## src/rtl/add_sequencer.sv

```systemverilog
`default_nettype none
// ============================================================================
//  Module   : add_sequencer (with helper module prefix_adder)
//  Purpose  : Multi-word adder that reuses one 16-bit Kogge-Stone adder
//             across WORDS operand words. One word is processed per clock,
//             starting with the least significant word. The carry between
//             words is passed through a carry register.
//  Revision : 1.0  initial release
// ----------------------------------------------------------------------------
//  Parameters
//    WORDS  number of 16-bit words per operand (1..8), default 4
//  Optional feature
//    ADD_SEQ_SUB_EN  when defined, adds the 'sub' port. With sub=1 at accept
//                    time the block computes a - b. In that case
//                    cout=1 means no borrow.
//  Ports
//    clk    in   clock; all state changes on the rising edge
//    rst    in   asynchronous active-high reset
//    start  in   request a new operation; sampled only while busy=0
//    a, b   in   operands, 16*WORDS bits; word 0 = bits [15:0]
//    cin    in   carry into word 0
//    sub    in   subtract select (only when ADD_SEQ_SUB_EN is defined)
//    busy   out  high from the accepting edge until the done cycle ends
//    done   out  one-cycle pulse; sum/cout are valid
//    sum    out  result register, 16*WORDS bits
//    cout   out  carry out of the most significant word
// ============================================================================

// ----------------------------------------------------------------------------
//  prefix_adder : 16-bit Kogge-Stone adder with carry in/out.
//    term0, term1  in   addends
//    cin           in   carry into bit 0
//    sum           out  term0 + term1 + cin, low 16 bits
//    cout          out  carry out of bit 15
// ----------------------------------------------------------------------------
module prefix_adder (
  input  logic [15:0] term0,
  input  logic [15:0] term1,
  input  logic        cin,
  output logic [15:0] sum,
  output logic        cout
);

  logic [15:0] prop;
  logic [15:0] gen;
  logic [15:0] g_cur;
  logic [15:0] p_cur;
  logic [15:0] g_nxt;
  logic [15:0] p_nxt;
  logic [15:0] carries;

  assign prop = term0 ^ term1;
  assign gen  = term0 & term1;

  always_comb begin
    // Fold cin into the generate term of bit 0. After the prefix tree,
    // g_cur[i] is then the carry out of bit i.
    g_cur   = {gen[15:1], gen[0] | (prop[0] & cin)};
    p_cur   = prop;
    g_nxt   = '0;
    p_nxt   = '0;
    for (int d = 1; d < 16; d = d * 2) begin
      g_nxt = g_cur;
      p_nxt = p_cur;
      for (int i = d; i < 16; i++) begin
        g_nxt[i] = g_cur[i] | (p_cur[i] & g_cur[i-d]);
        p_nxt[i] = p_cur[i] & p_cur[i-d];
      end
      g_cur = g_nxt;
      p_cur = p_nxt;
    end
    carries = {g_cur[14:0], cin};
    sum     = prop ^ carries;
    cout    = g_cur[15];
  end

endmodule

// ----------------------------------------------------------------------------
//  add_sequencer : sequences the shared prefix_adder over the operand words.
// ----------------------------------------------------------------------------
module add_sequencer #(
  parameter int WORDS = 4
) (
  input  logic                  clk,
  input  logic                  rst,
  input  logic                  start,
  input  logic [16*WORDS-1:0]   a,
  input  logic [16*WORDS-1:0]   b,
  input  logic                  cin,
`ifdef ADD_SEQ_SUB_EN
  input  logic                  sub,
`endif
  output logic                  busy,
  output logic                  done,
  output logic [16*WORDS-1:0]   sum,
  output logic                  cout
);

  localparam int         WIDTH    = 16 * WORDS;
  localparam logic [2:0] LAST_IDX = 3'(WORDS - 1);

  typedef enum logic [1:0] {
    IDLE = 2'd0,
    RUN  = 2'd1,
    DONE = 2'd2
  } state_t;

  state_t           state;
  logic [2:0]       idx;
  logic             carry;
  logic [WIDTH-1:0] a_lat;
  logic [WIDTH-1:0] b_lat;

  logic [15:0]      add_term0;
  logic [15:0]      add_term1;
  logic [15:0]      add_sum;
  logic             add_cout;

  // Operand values and initial carry used when a start is accepted. For
  // subtraction, B is inverted when it is latched and the carry is set to 1.
  // The RUN datapath is then identical for add and subtract.
  logic [WIDTH-1:0] b_accept;
  logic             carry_accept;

`ifdef ADD_SEQ_SUB_EN
  assign b_accept     = sub ? ~b : b;
  assign carry_accept = sub ? 1'b1 : cin;
`else
  assign b_accept     = b;
  assign carry_accept = cin;
`endif

  // Word selection for the shared adder. idx stays below WORDS, so the
  // part-select is always in range.
  assign add_term0 = a_lat[16*idx +: 16];
  assign add_term1 = b_lat[16*idx +: 16];

  prefix_adder u_adder (
    .term0 (add_term0),
    .term1 (add_term1),
    .cin   (carry),
    .sum   (add_sum),
    .cout  (add_cout)
  );

  always_ff @(posedge clk or posedge rst) begin
    if (rst) begin
      state <= IDLE;
      busy  <= 1'b0;
      done  <= 1'b0;
      sum   <= '0;
      cout  <= 1'b0;
      idx   <= '0;
      carry <= 1'b0;
      a_lat <= '0;
      b_lat <= '0;
    end else begin
      case (state)
        IDLE: begin
          if (start) begin
            a_lat <= a;
            b_lat <= b_accept;
            carry <= carry_accept;
            sum   <= '0;
            cout  <= 1'b0;
            idx   <= '0;
            busy  <= 1'b1;
            state <= RUN;
          end
        end

        RUN: begin
          sum[16*idx +: 16] <= add_sum;
          carry             <= add_cout;
          if (idx == LAST_IDX) begin
            // The last word has been written. Publish the final carry and
            // raise done for the following cycle.
            cout  <= add_cout;
            done  <= 1'b1;
            idx   <= '0;
            state <= DONE;
          end else begin
            idx <= idx + 3'd1;
          end
        end

        DONE: begin
          // start is ignored here. sum and cout hold until the next accept.
          done  <= 1'b0;
          busy  <= 1'b0;
          state <= IDLE;
        end

        default: begin
          done  <= 1'b0;
          busy  <= 1'b0;
          state <= IDLE;
        end
      endcase
    end
  end

endmodule
`default_nettype wire

```

## config.mk

```make
export PLATFORM = sky130hd
export DESIGN_NAME = add_sequencer
export DESIGN_NICKNAME = d
export VERILOG_FILES = /design/src/rtl/add_sequencer.sv
export SDC_FILE = /design/constraint.sdc
export NUM_CORES = 1
export LEC_CHECK = 0
export ABC_AREA = 1
export CAP_MARGIN = 25
export CORE_MARGIN = 2
export CORE_UTILIZATION = 52
export CTS_BUF_LIST = sky130_fd_sc_hd__clkbuf_16
export CTS_CLUSTER_SIZE = 10
export DETAILED_ROUTE_END_ITERATION = 10
export PLACE_DENSITY = 0.9
export SKIP_CTS_REPAIR_TIMING = 1
export SYNTH_ARGS = -nofsm -noshare
export SYNTH_HDL_FRONTEND = slang
export SYNTH_SLANG_ARGS = --single-unit
```

## constraint.sdc

```tcl
create_clock -name clk -period 10.4 [get_ports clk]
set_input_delay 2.6 -clock clk [delete_from_list [all_inputs] [get_ports clk]]
set_output_delay 2.6 -clock clk [all_outputs]
set_load 0.02 [all_outputs]
```

# Word level (Yosys, flattened, before mapping)
# Cells that the tools add are included.
[totals] output_inout_bits=67 regBits=201
[op_classes] n_addsub=2 n_eq_ne=4 mux=18 bitwise_logic=139 shifts=4 n_reduce_logical=8
[op_table] op="$pmux W64 S2" n=1
[op_table] op="$shiftx A64 B8 Y16" n=2
[op_table] op="$and A1 B1 Y1" n=84
[op_table] op="$bwmux W64" n=1
[op_table] op="$mux W64" n=1
[op_table] op="$shift A16 B34 Y64 const A" n=1
[op_table] op="$shiftx A16 B34 Y64" n=1
[op_table] op="$or A1 B1 Y1" n=50
[op_table] op="$neg A7 Y34" n=1
[op_table] op="$xor A16 B16 Y16" n=2
[op_table] op="$and A16 B16 Y16" n=1
[op_table] op="$reduce_and A2 Y1" n=5
[op_table] op="$pmux W1 S2" n=4
[op_table] op="$mux W3" n=2
[op_table] op="$pmux W3 S2" n=1
[op_table] op="$mux W1" n=5
[op_table] op="$mux W2" n=2
[op_table] op="$ne A2 B2 Y1 const B" n=2
[op_table] op="$pmux W2 S2" n=1
[op_table] op="$add A3 B1 Y3 const B" n=1
[op_table] op="$eq A3 B2 Y1 const B" n=1
[op_table] op="$reduce_and A3 Y1" n=1
[op_table] op="$eq A2 B1 Y1 const B" n=1
[op_table] op="$logic_not A2 Y1" n=1
[op_table] op="2 further kinds" n=3

# Logic depth before layout (Yosys ltp)
# Gate-level depths: netlist of run 1.
[depth] word_depth=14 mapped_depth=18

# By module
# Synthesis of run 1 repeated with hierarchy kept, for this count alone.
[hier_totals] hier_cells=1278 hier_area_um2=10048.4
[by_module_without_submodules] module="add_sequencer" area_each_um2=9044.9 cells_per_inst=1089 seq_area_each_um2=5029.8 n_inst=1
[by_module_without_submodules] module="prefix_adder" area_each_um2=1003.5 cells_per_inst=189 seq_area_each_um2=0.0 n_inst=1

# Worst setup path before layout of run 1
# OpenSTA, ideal clock, no wires.
[synth_timing] path_type="input port to flip-flop" start="input start" end="register b_lat[24]" setup_time_ns=0.066 cell_stages=6 t_required_ns=10.334 setup_slack_ns=6.907 arrival_ns=3.428 cell_sequence="nand2_1 > buf_2 > buf_2 > buf_1 > nand2_1 > nand2_1"
[synth_via] elab_chain_cells=1
[synth_lines] item="from (decl)" line="87" source="input logic start,"
[synth_lines] item="$reduce_and A2 Y1 (no line)"
[synth_lines] item="to (signal assigned)" line="163" source="b_lat <= b_accept;"
[synth_lines] item="to (decl)" line="113" source="logic [WIDTH-1:0] b_lat;"
# No other way between the ends.
# A chain may end at the register's enable or synchronous reset.

# Final worst setup path of run 1
[layout_timing] start="register idx[1]" end="register sum[22]"
[layout_via] elab_chain_cells=14 word_cells_on_any_way=133
[layout_lines] item="from (decl)" line="110" source="logic [2:0] idx;"
[layout_lines] item="from (signal assigned)" line="184" source="idx <= idx + 3'd1;"
[layout_lines] item="$shiftx A64 B8 Y16, on equally long branches" line="136, 137"
[layout_lines] item="$xor A16 B16 Y16" line="52" source="assign prop = term0 ^ term1;"
[layout_lines] item="$and A1 B1 Y1" line="58" source="g_cur = {gen[15:1], gen[0] | (prop[0] & cin)};"
[layout_lines] item="$or A1 B1 Y1" line="58"
[layout_lines] item="$and A1 B1 Y1" line="66" source="g_nxt[i] = g_cur[i] | (p_cur[i] & g_cur[i-d]);"
[layout_lines] item="$or A1 B1 Y1" line="66"
[layout_lines] item="$and A1 B1 Y1" line="66"
[layout_lines] item="$or A1 B1 Y1" line="66"
[layout_lines] item="$and A1 B1 Y1" line="66"
[layout_lines] item="$or A1 B1 Y1" line="66"
[layout_lines] item="$xor A16 B16 Y16" line="73" source="sum = prop ^ carries;"
[layout_lines] item="$shiftx A16 B34 Y64" line="174" source="sum[16*idx +: 16] <= add_sum;"
[layout_lines] item="$bwmux W64 *" line="174"
[layout_lines] item="$pmux W64 S2 *" line="159" source="case (state)"
[layout_lines] item="to (signal, indexed assignment)" line="174"
[layout_lines] item="to (decl)" line="96" source="output logic [16*WORDS-1:0] sum,"
# Mark *: on every way between the ends. The rest lies on a longest branch, timed or not.

==> impl_metrics.ini, run 1 <==
[critical_path]
crit_path_max_fanout = 51
rrSetupSlack_ps = 6200
reg2reg_depth = 16
cp.arrival_ps = 4640
reg2reg_from = idx[1]
path_class = flip-flop to flip-flop
crit_slowest_cell = clkinv_1
critPathTopFamily = buffers and inverters
start_kind = flip-flop
crit_required_ps = 10840
crit_end = sum[22]
cp-end-kind = flip-flop
max_stage_delay_ps = 750
cp_common_cell = nand2_1
cp-startpoint = idx[1]
path_buf_inv = 4
worst-path-stages = 16
r2r-end = sum[22]
crit_chain = buf_4, clkinv_1, nor2_1, o21ai_0, a21oi_1, fa_1, inv_1, fa_1, inv_1, nand4_1, nand2_1, xor2_1, nand2_1, nor2_1, nand2_1, nand2_1

[logic_synthesis]
synth_area_per_cell_um2 = 7.71
netlist_area_um2 = 9820
synth-simple-area-share = 0.281
synth-edff-count = 0
synth.top_cell.area_share = 0.512
synth_compound_area_frac = 0.103
yosys-top-cells-area = dfrtp_1, nand2_1, o21ai_0
synthArstFlopShare = 1.00
ys.flop_type = dfrtp_1
synth_top_area_cell = dfrtp_1
ys_seq_elements = 201
synth.net_count = 1428
ys_seq_area_frac = 0.512
netlist_instances = 1274
synthAdderAreaFrac = 0.0296
synth_xor_area_frac = 0.00535
synth_mux_area_frac = 0
synth_top_family_by_area = simple AND/OR/NAND/NOR gates
ys_types = 34
ys_warn_count = 0

[power]
vdd_ir_drop_max_uv = 195
p_leak_nw = 6.31
powerDensity_nw_per_um2 = 365

[route]
drt_pass1_iterations = 6
ant_nets = 0
via_per_inst = 5.58
drc_errors = 0
vias = 9355
drt_iter0_drc = 1098
drt_wl_total_um = 28400
wire_per_inst_um = 16.9

[run_status]
outcome = finished, final reports clean

[finish]
fin_util = 0.675
drive_gt1_frac = 0.0347
regArea_um2 = 5030
fillerInstances = 1456
final_common_cell = nand2_1
multi_input_area_um2 = 4120
final_nets = 1594
antennaDiodeCount = 0
syn2layout_area_growth_pct = 28.2
final_cell_mix = nand2_1, dfrtp_1, clkdlybuf4s50_1, o21ai_0, nor2_1

[place]
place_hpwl_um = 19300
pre_cts_slack_ps = 5490
io_buffers = 198
gp_congestion = 0.923

[floorplan]
die_w_um = 141
rows = 50
ioPinCount = 199
die_y_um = 141
dieArea_um2 = 20000
start_util = 0.527
core_um2 = 18600

[sta]
worst_pin_slew_ps = 1010
tns_ps = 0
rsz0062_at_grt = false
fin_crit_sh = 0.404
slew_violations = 0
hold_violations = 0
slew_headroom = 0.325
fmax_mhz = 238
setup-violations-final = 0
fin_ws_ps = 6200
fin_skew_ps = 10.4
post-route-min-period_ps = 4200

[grt]
grt_max_degree = 125
grt_pass1_wl_um = 44800
grt_use_total = 0.279
antenna_found_initial = 0
overflow = 0
grt_pass1_vias = 9094

[clock_tree]
cts_root_buffer = clkbuf_16
cts.sinks = 201
cts_tree = done
clk_latency_ps = 500
path_clk_slew_ps = 60
cts_buffer_depth = 3
numCtsBuffers = 24
h-tree-depth = 1

[min_path]
hp-class = flip-flop to flip-flop
worstHoldStart = a_lat[23]

[flow_run]
drv_cap = 0
==> tightest hold or removal path: stages, from the launching register on <==
cell and delay (ps):
dfrtp_1 330, nand2_1 50, nand2_1 50
==> worst min-delay path by stage <==
stage,end,slack (ps),depth (start not counted)
3_5_place_dp,a_lat[26],460,2
4_1_cts,b_lat[25],470,2
2_1_floorplan,a_lat[16],440,2
6_report,a_lat[23],470,2
3_3_place_gp,b_lat[16],460,2
5_1_grt,a_lat[26],490,2
==> report_power, final <==
| group | leakage (nW) | total, mW | switching (mW) | internal [mW] |
|---|---|---|---|---|
| sequential | 2.58 | 1.26 | 0.163 | 1.10 |
| combinational | 3.41 | 2.62 | 1.77 | 0.850 |
| clock | 0.320 | 0.718 | 0.297 | 0.421 |
| total | 6.31 | 4.59 | 2.23 | 2.37 |
==> sequential cells by signal, summed over array words and instances (netlist names) <==
register / flops
a_lat: 64
sum: 64
done: 1
state: 2
b_lat: 64
busy: 1
idx: 3
carry: 1
cout: 1
==> through the flow <==
| stage | hold WS, ps | instance area [um^2] | std cells | total power [mW] |
|---|---|---|---|---|
| 2_1_floorplan | 444 | 9820 | 1274 | 2.98 |
| 3_3_place_gp | 457 | 11900 | 1645 | 3.69 |
| 3_5_place_dp | 460 | 11900 | 1645 | 3.77 |
| 4_1_cts | 475 | 12500 | 1673 | 4.52 |
| 5_1_grt | 488 | 12600 | 1676 | 4.91 |
| 6_report | 473 | 12600 | 1676 | 4.59 |
==> cells in the mapped netlist (15+ instances only) <==
cell type	n
dfrtp_1	201
nor2_1	91
ha_1	20
a21oi_1	58
inv_1	91
nand2_1	534
o211ai_1	15
nand3_1	39
nand4_1	18
buf_2	25
clkbuf_1	27
o21ai_0	100
==> logic make-up (layout without fill, tap and decap cells) <==
family / Yosys count / count (layout)
and+or+nand+nor: 694 / 694
DFF: 201 / 201
AOI/OAI and AO/OA: 187 / 187
buffers and inverters: 164 / 332
adders and majority gates: 22 / 22
xor gates and xnor gates: 6 / 6
==> cell type report <==
| class | instances | share of cell area |
|---|---|---|
| sequential | 201 | 0.400 |
| timing repair buffer | 209 | 0.169 |
| inverter | 95 | 0.0295 |
| multi-input combinational | 909 | 0.327 |
| clock buffer | 25 | 0.0497 |
| tap | 234 | 0.0233 |
| clock inverter | 3 | 0.00129 |
==> per-layer routing <==
| layer | routed length, um | track usage | share of wire | up-vias |
|---|---|---|---|---|
| li1 | - | - | - | 4345 |
| met4 | 1130 | 0.103 | 0.040 | 0 |
| met2 | 13600 | 0.464 | 0.48 | 538 |
| met5 | 0 | 0 | 0 | - |
| met3 | 2330 | 0.0368 | 0.082 | 86 |
| met1 | 11400 | 0.380 | 0.40 | 4386 |
Note: power is estimated with default switching activity, not from simulation.
==> inputs of run 2 (changes only) <==
Clock period 10.4 ns to 4.24 ns, I/O delays scaled along.
==> impl_metrics.ini, run 2 (synthesis gave the netlist of run 1 again) <==
[run_status]
outcome = finished, final reports clean

[finish]
syn2layout_area_growth_pct = 27.9
fillerInstances = 1464
antennaDiodeCount = 0
final_common_cell = nand2_1
final_area_um2 = 12600
drive_gt1_frac = 0.0347
final_nets = 1594
finalNonFillerCells = 1677
final_cell_mix = nand2_1, dfrtp_1, clkdlybuf4s50_1, o21ai_0, inv_1
top_regs = a_lat x64, b_lat x64, sum x64

[floorplan]
start_util = 0.527
core_um2 = 18600
die_y_um = 141
ioPinCount = 199
rows = 50
dieArea_um2 = 20000
die_w_um = 141

[power]
power_mw = 11.2
vdd_ir_drop_max_uv = 535
p_leak_nw = 6.30
powerDensity_nw_per_um2 = 896

[clock_tree]
cts_tree = done
path_clk_slew_ps = 60
cts_buffer_depth = 3
clk_latency_ps = 500
cts_root_buffer = clkbuf_16
h-tree-depth = 1
cts.sinks = 201
numCtsBuffers = 24

[critical_path]
start_kind = flip-flop
path_class = flip-flop to flip-flop
cp-startpoint = idx[1]
crit_required_ps = 4680
cp.arrival_ps = 4060
cp-end-kind = flip-flop
crit_path_max_fanout = 28
reg2reg_from = idx[1]

[place]
place_hpwl_um = 20100
placed_cells = 1648
placed_cell_area_um2 = 11900
gp_congestion = 0.885
io_buffers = 198

[grt]
grt_use_total = 0.287
use_met1 = 0.386
overflow = 0
use_met2 = 0.462
busiest_layer = met2
grt_pass1_vias = 8925
grt_pass1_wl_um = 45600
antenna_found_initial = 0
grt_max_degree = 162
met3_usage = 0.0560

[sta]
post-route-min-period_ps = 3620
fin_crit_sh = 0.854
fin_skew_ps = 18.2
setup-violations-final = 0
worst_pin_slew_ps = 1010
rsz0062_at_grt = false
tns_ps = 0
fmax_mhz = 276
slew_violations = 0
slew_headroom = 0.328
hold_violations = 0

[route]
drt_iter0_drc = 878
drc_errors = 0
via_per_inst = 5.51
drt_pass1_iterations = 5
wire_per_inst_um = 17.0
ant_nets = 0
drt_wl_total_um = 28600
vias = 9233

[min_path]
worstHoldStart = b_lat[17]
hp-class = flip-flop to flip-flop

[flow_run]
drv_cap = 0
[run 2: final cells by class]
type,instances,area [um^2],area share
clock buffers,25,626,0.0498
multi-input cells,909,4120,0.328
clock inverters,4,20.0,0.00159
flip-flops and latches,201,5030,0.401
repair buffers,209,2100,0.167
inverters,95,368,0.0293
well taps,234,293,0.0233
[run 2: report_power, final]
| part | internal (mW) | switching [mW] | total, mW |
|---|---|---|---|
| clock | 1.04 | 0.731 | 1.77 |
| combinational | 2.08 | 4.26 | 6.34 |
| sequential | 2.69 | 0.454 | 3.14 |
[run 2: final timing paths]
| kind | to | slack, ps | cells past startpoint |
|---|---|---|---|
| min in group asynchronous | a_lat[56] | 800 | 2 |
| worst max register to register | sum[22] | 620 | 15 |
| max in group asynchronous | sum[54] | 2300 | 3 |
| worst min-delay path | b_lat[17] | 480 | 2 |
| worst max-delay path | sum[22] | 620 | 15 |
| worst min register to register | b_lat[17] | 480 | 2 |
[run 2: per-stage QoR]
stage	hold WS (ps)	setup WS [ps]	utilization
2_1_floorplan	444	578	-
3_3_place_gp	456	763	0.638
3_5_place_dp	460	708	0.639
4_1_cts	475	685	0.673
5_1_grt	494	187	0.673
6_report	475	619	0.673
[run 2: critical path, stage by stage (launching register included)]
cell and delay [ps]:
dfrtp_2 710, clkinv_1 660, nor2_1 230, o21ai_0 100, a21oi_1 220, fa_1 220
inv_1 50, fa_1 400, inv_1 90, nand4_1 100, nand2_1 140, xor2_1 210
nand2_1 100, nor2_1 160, nand2_1 80, nand2_1 90
[run 2: per-layer routing]
metal / routed length, um / up-vias / part of all wire
met1: 11700 / 4279 / 0.41
met5: 0 / - / 0
li1: - / 4346 / -
met2: 13100 / 506 / 0.46
met4: 1340 / 0 / 0.047
met3: 2380 / 102 / 0.083
==> inputs of run 3 (changes only) <==
Settings changed: CORE_UTILIZATION 52 to 35, PLACE_DENSITY 0.9 to 0.67.
==> impl_metrics.ini, run 3 (synthesis gave the netlist of run 1 again) <==
[finish]
fillerInstances = 2686
final_nets = 1596
antennaDiodeCount = 0
final_cell_mix = nand2_1, dfrtp_1, clkdlybuf4s50_1, o21ai_0, nor2_1
final_common_cell = nand2_1
multi_input_area_um2 = 4120
syn2layout_area_growth_pct = 30.2
top_regs = a_lat x64, b_lat x64, sum x64
drive_gt1_frac = 0.0367
finalNonFillerCells = 1823
regArea_um2 = 5030

[route]
drt_pass1_iterations = 6
drt_wl_total_um = 29800
vias = 8854
drt_iter0_drc = 851
wire_per_inst_um = 16.3
drc_errors = 0
via_per_inst = 4.86
ant_nets = 0

[power]
vdd_ir_drop_max_uv = 480
power_mw = 11.3
p_leak_nw = 6.33
powerDensity_nw_per_um2 = 880

[critical_path]
crit_required_ps = 4680
cp.arrival_ps = 4010
path_class = flip-flop to flip-flop
start_kind = flip-flop
cp-end-kind = flip-flop
crit_path_max_fanout = 20

[clock_tree]
clk_latency_ps = 500
path_clk_slew_ps = 60
cts_root_buffer = clkbuf_16
cts.sinks = 201
numCtsBuffers = 24
h-tree-depth = 1
cts_tree = done
cts_buffer_depth = 3

[floorplan]
die_w_um = 171
dieArea_um2 = 29400
rows = 61
start_util = 0.354
core_um2 = 27700
die_y_um = 171
ioPinCount = 199

[grt]
overflow = 0
grt_pass1_vias = 8565
grt_max_degree = 101
grt_pass1_wl_um = 47300
grt_use_total = 0.206
antenna_found_initial = 0

[min_path]
hp-class = flip-flop to flip-flop

[sta]
slew_violations = 0
hold_violations = 0
tns_ps = 0
fin_crit_sh = 0.841
timing.hold.ws_ps = 472
worst_pin_slew_ps = 1050
post-route-min-period_ps = 3560
fmax_mhz = 281
slew_headroom = 0.301
fin_skew_ps = 5.77
setup-violations-final = 0
rsz0062_at_grt = false
fin_ws_ps = 675

[place]
gp_congestion = 0.865
place_hpwl_um = 21300
placed_cells = 1793
pre_cts_slack_ps = 711
io_buffers = 198

[run_status]
outcome = finished, final reports clean

[flow_run]
drv_cap = 0
==> run 3: cell count changes in the layout (fill, tap and decap cells not counted) <==
cell,previous run,this run
inv_6,2,1
buf_12,2,4
clkinv_1,1,2
inv_1,92,90
buf_8,1,0
clkinv_2,0,2
buf_16,0,1
==> run 3: critical path: stages, from the launching register on <==
cell and delay (ps):
dfrtp_2 580, clkinv_1 610, nor2_1 240, o21ai_0 100
a21oi_1 230, fa_1 250, inv_1 60, fa_1 420
inv_1 90, nand4_1 100, nand2_1 140, xor2_1 230
nand2_1 100, nor2_1 180, nand2_1 70, nand2_1 90
==> run 3: power breakdown <==
group	internal, mW	switching [mW]	leakage (nW)
sequential	2.69	0.421	2.58
clock	1.03	0.747	0.323
combinational	2.10	4.27	3.42
total	5.82	5.44	6.33
==> run 3: final cells by class <==
class,count,share of cell area
sequential,201,0.394
multi-input combinational,909,0.322
timing repair buffer,211,0.168
clock inverter,4,0.00137
clock buffer,25,0.0489
inverter,95,0.0288
tap,378,0.0370
==> run 3: metal layers <==
layer / global-route usage / vias up / wire (um)
met5: 0 / - / 0
met4: 0.0542 / 0 / 754
met3: 0.0308 / 48 / 2150
met2: 0.314 / 352 / 13100
met1: 0.306 / 4102 / 13700
li1: - / 4352 / -
==> run 3: path summary, 6_finish.rpt <==
check                           from        end  slack, ps  cells past startpoint
max                           idx[1]    sum[22]        680                     15
min                        a_lat[25]  a_lat[25]        470                      2
max reg2reg                   idx[1]    sum[22]        680                     15
min reg2reg                a_lat[25]  a_lat[25]        470                      2
max in group asynchronous        rst    sum[58]       2440                      3
min in group asynchronous        rst  a_lat[60]       1000                      2
==> run 3: stage by stage <==
stage          cell area (um^2)   util
2_1_floorplan              9820      -
3_3_place_gp              12100  0.437
3_5_place_dp              12100  0.437
4_1_cts                   12800  0.461
5_1_grt                   12800  0.462
6_report                  12800  0.462
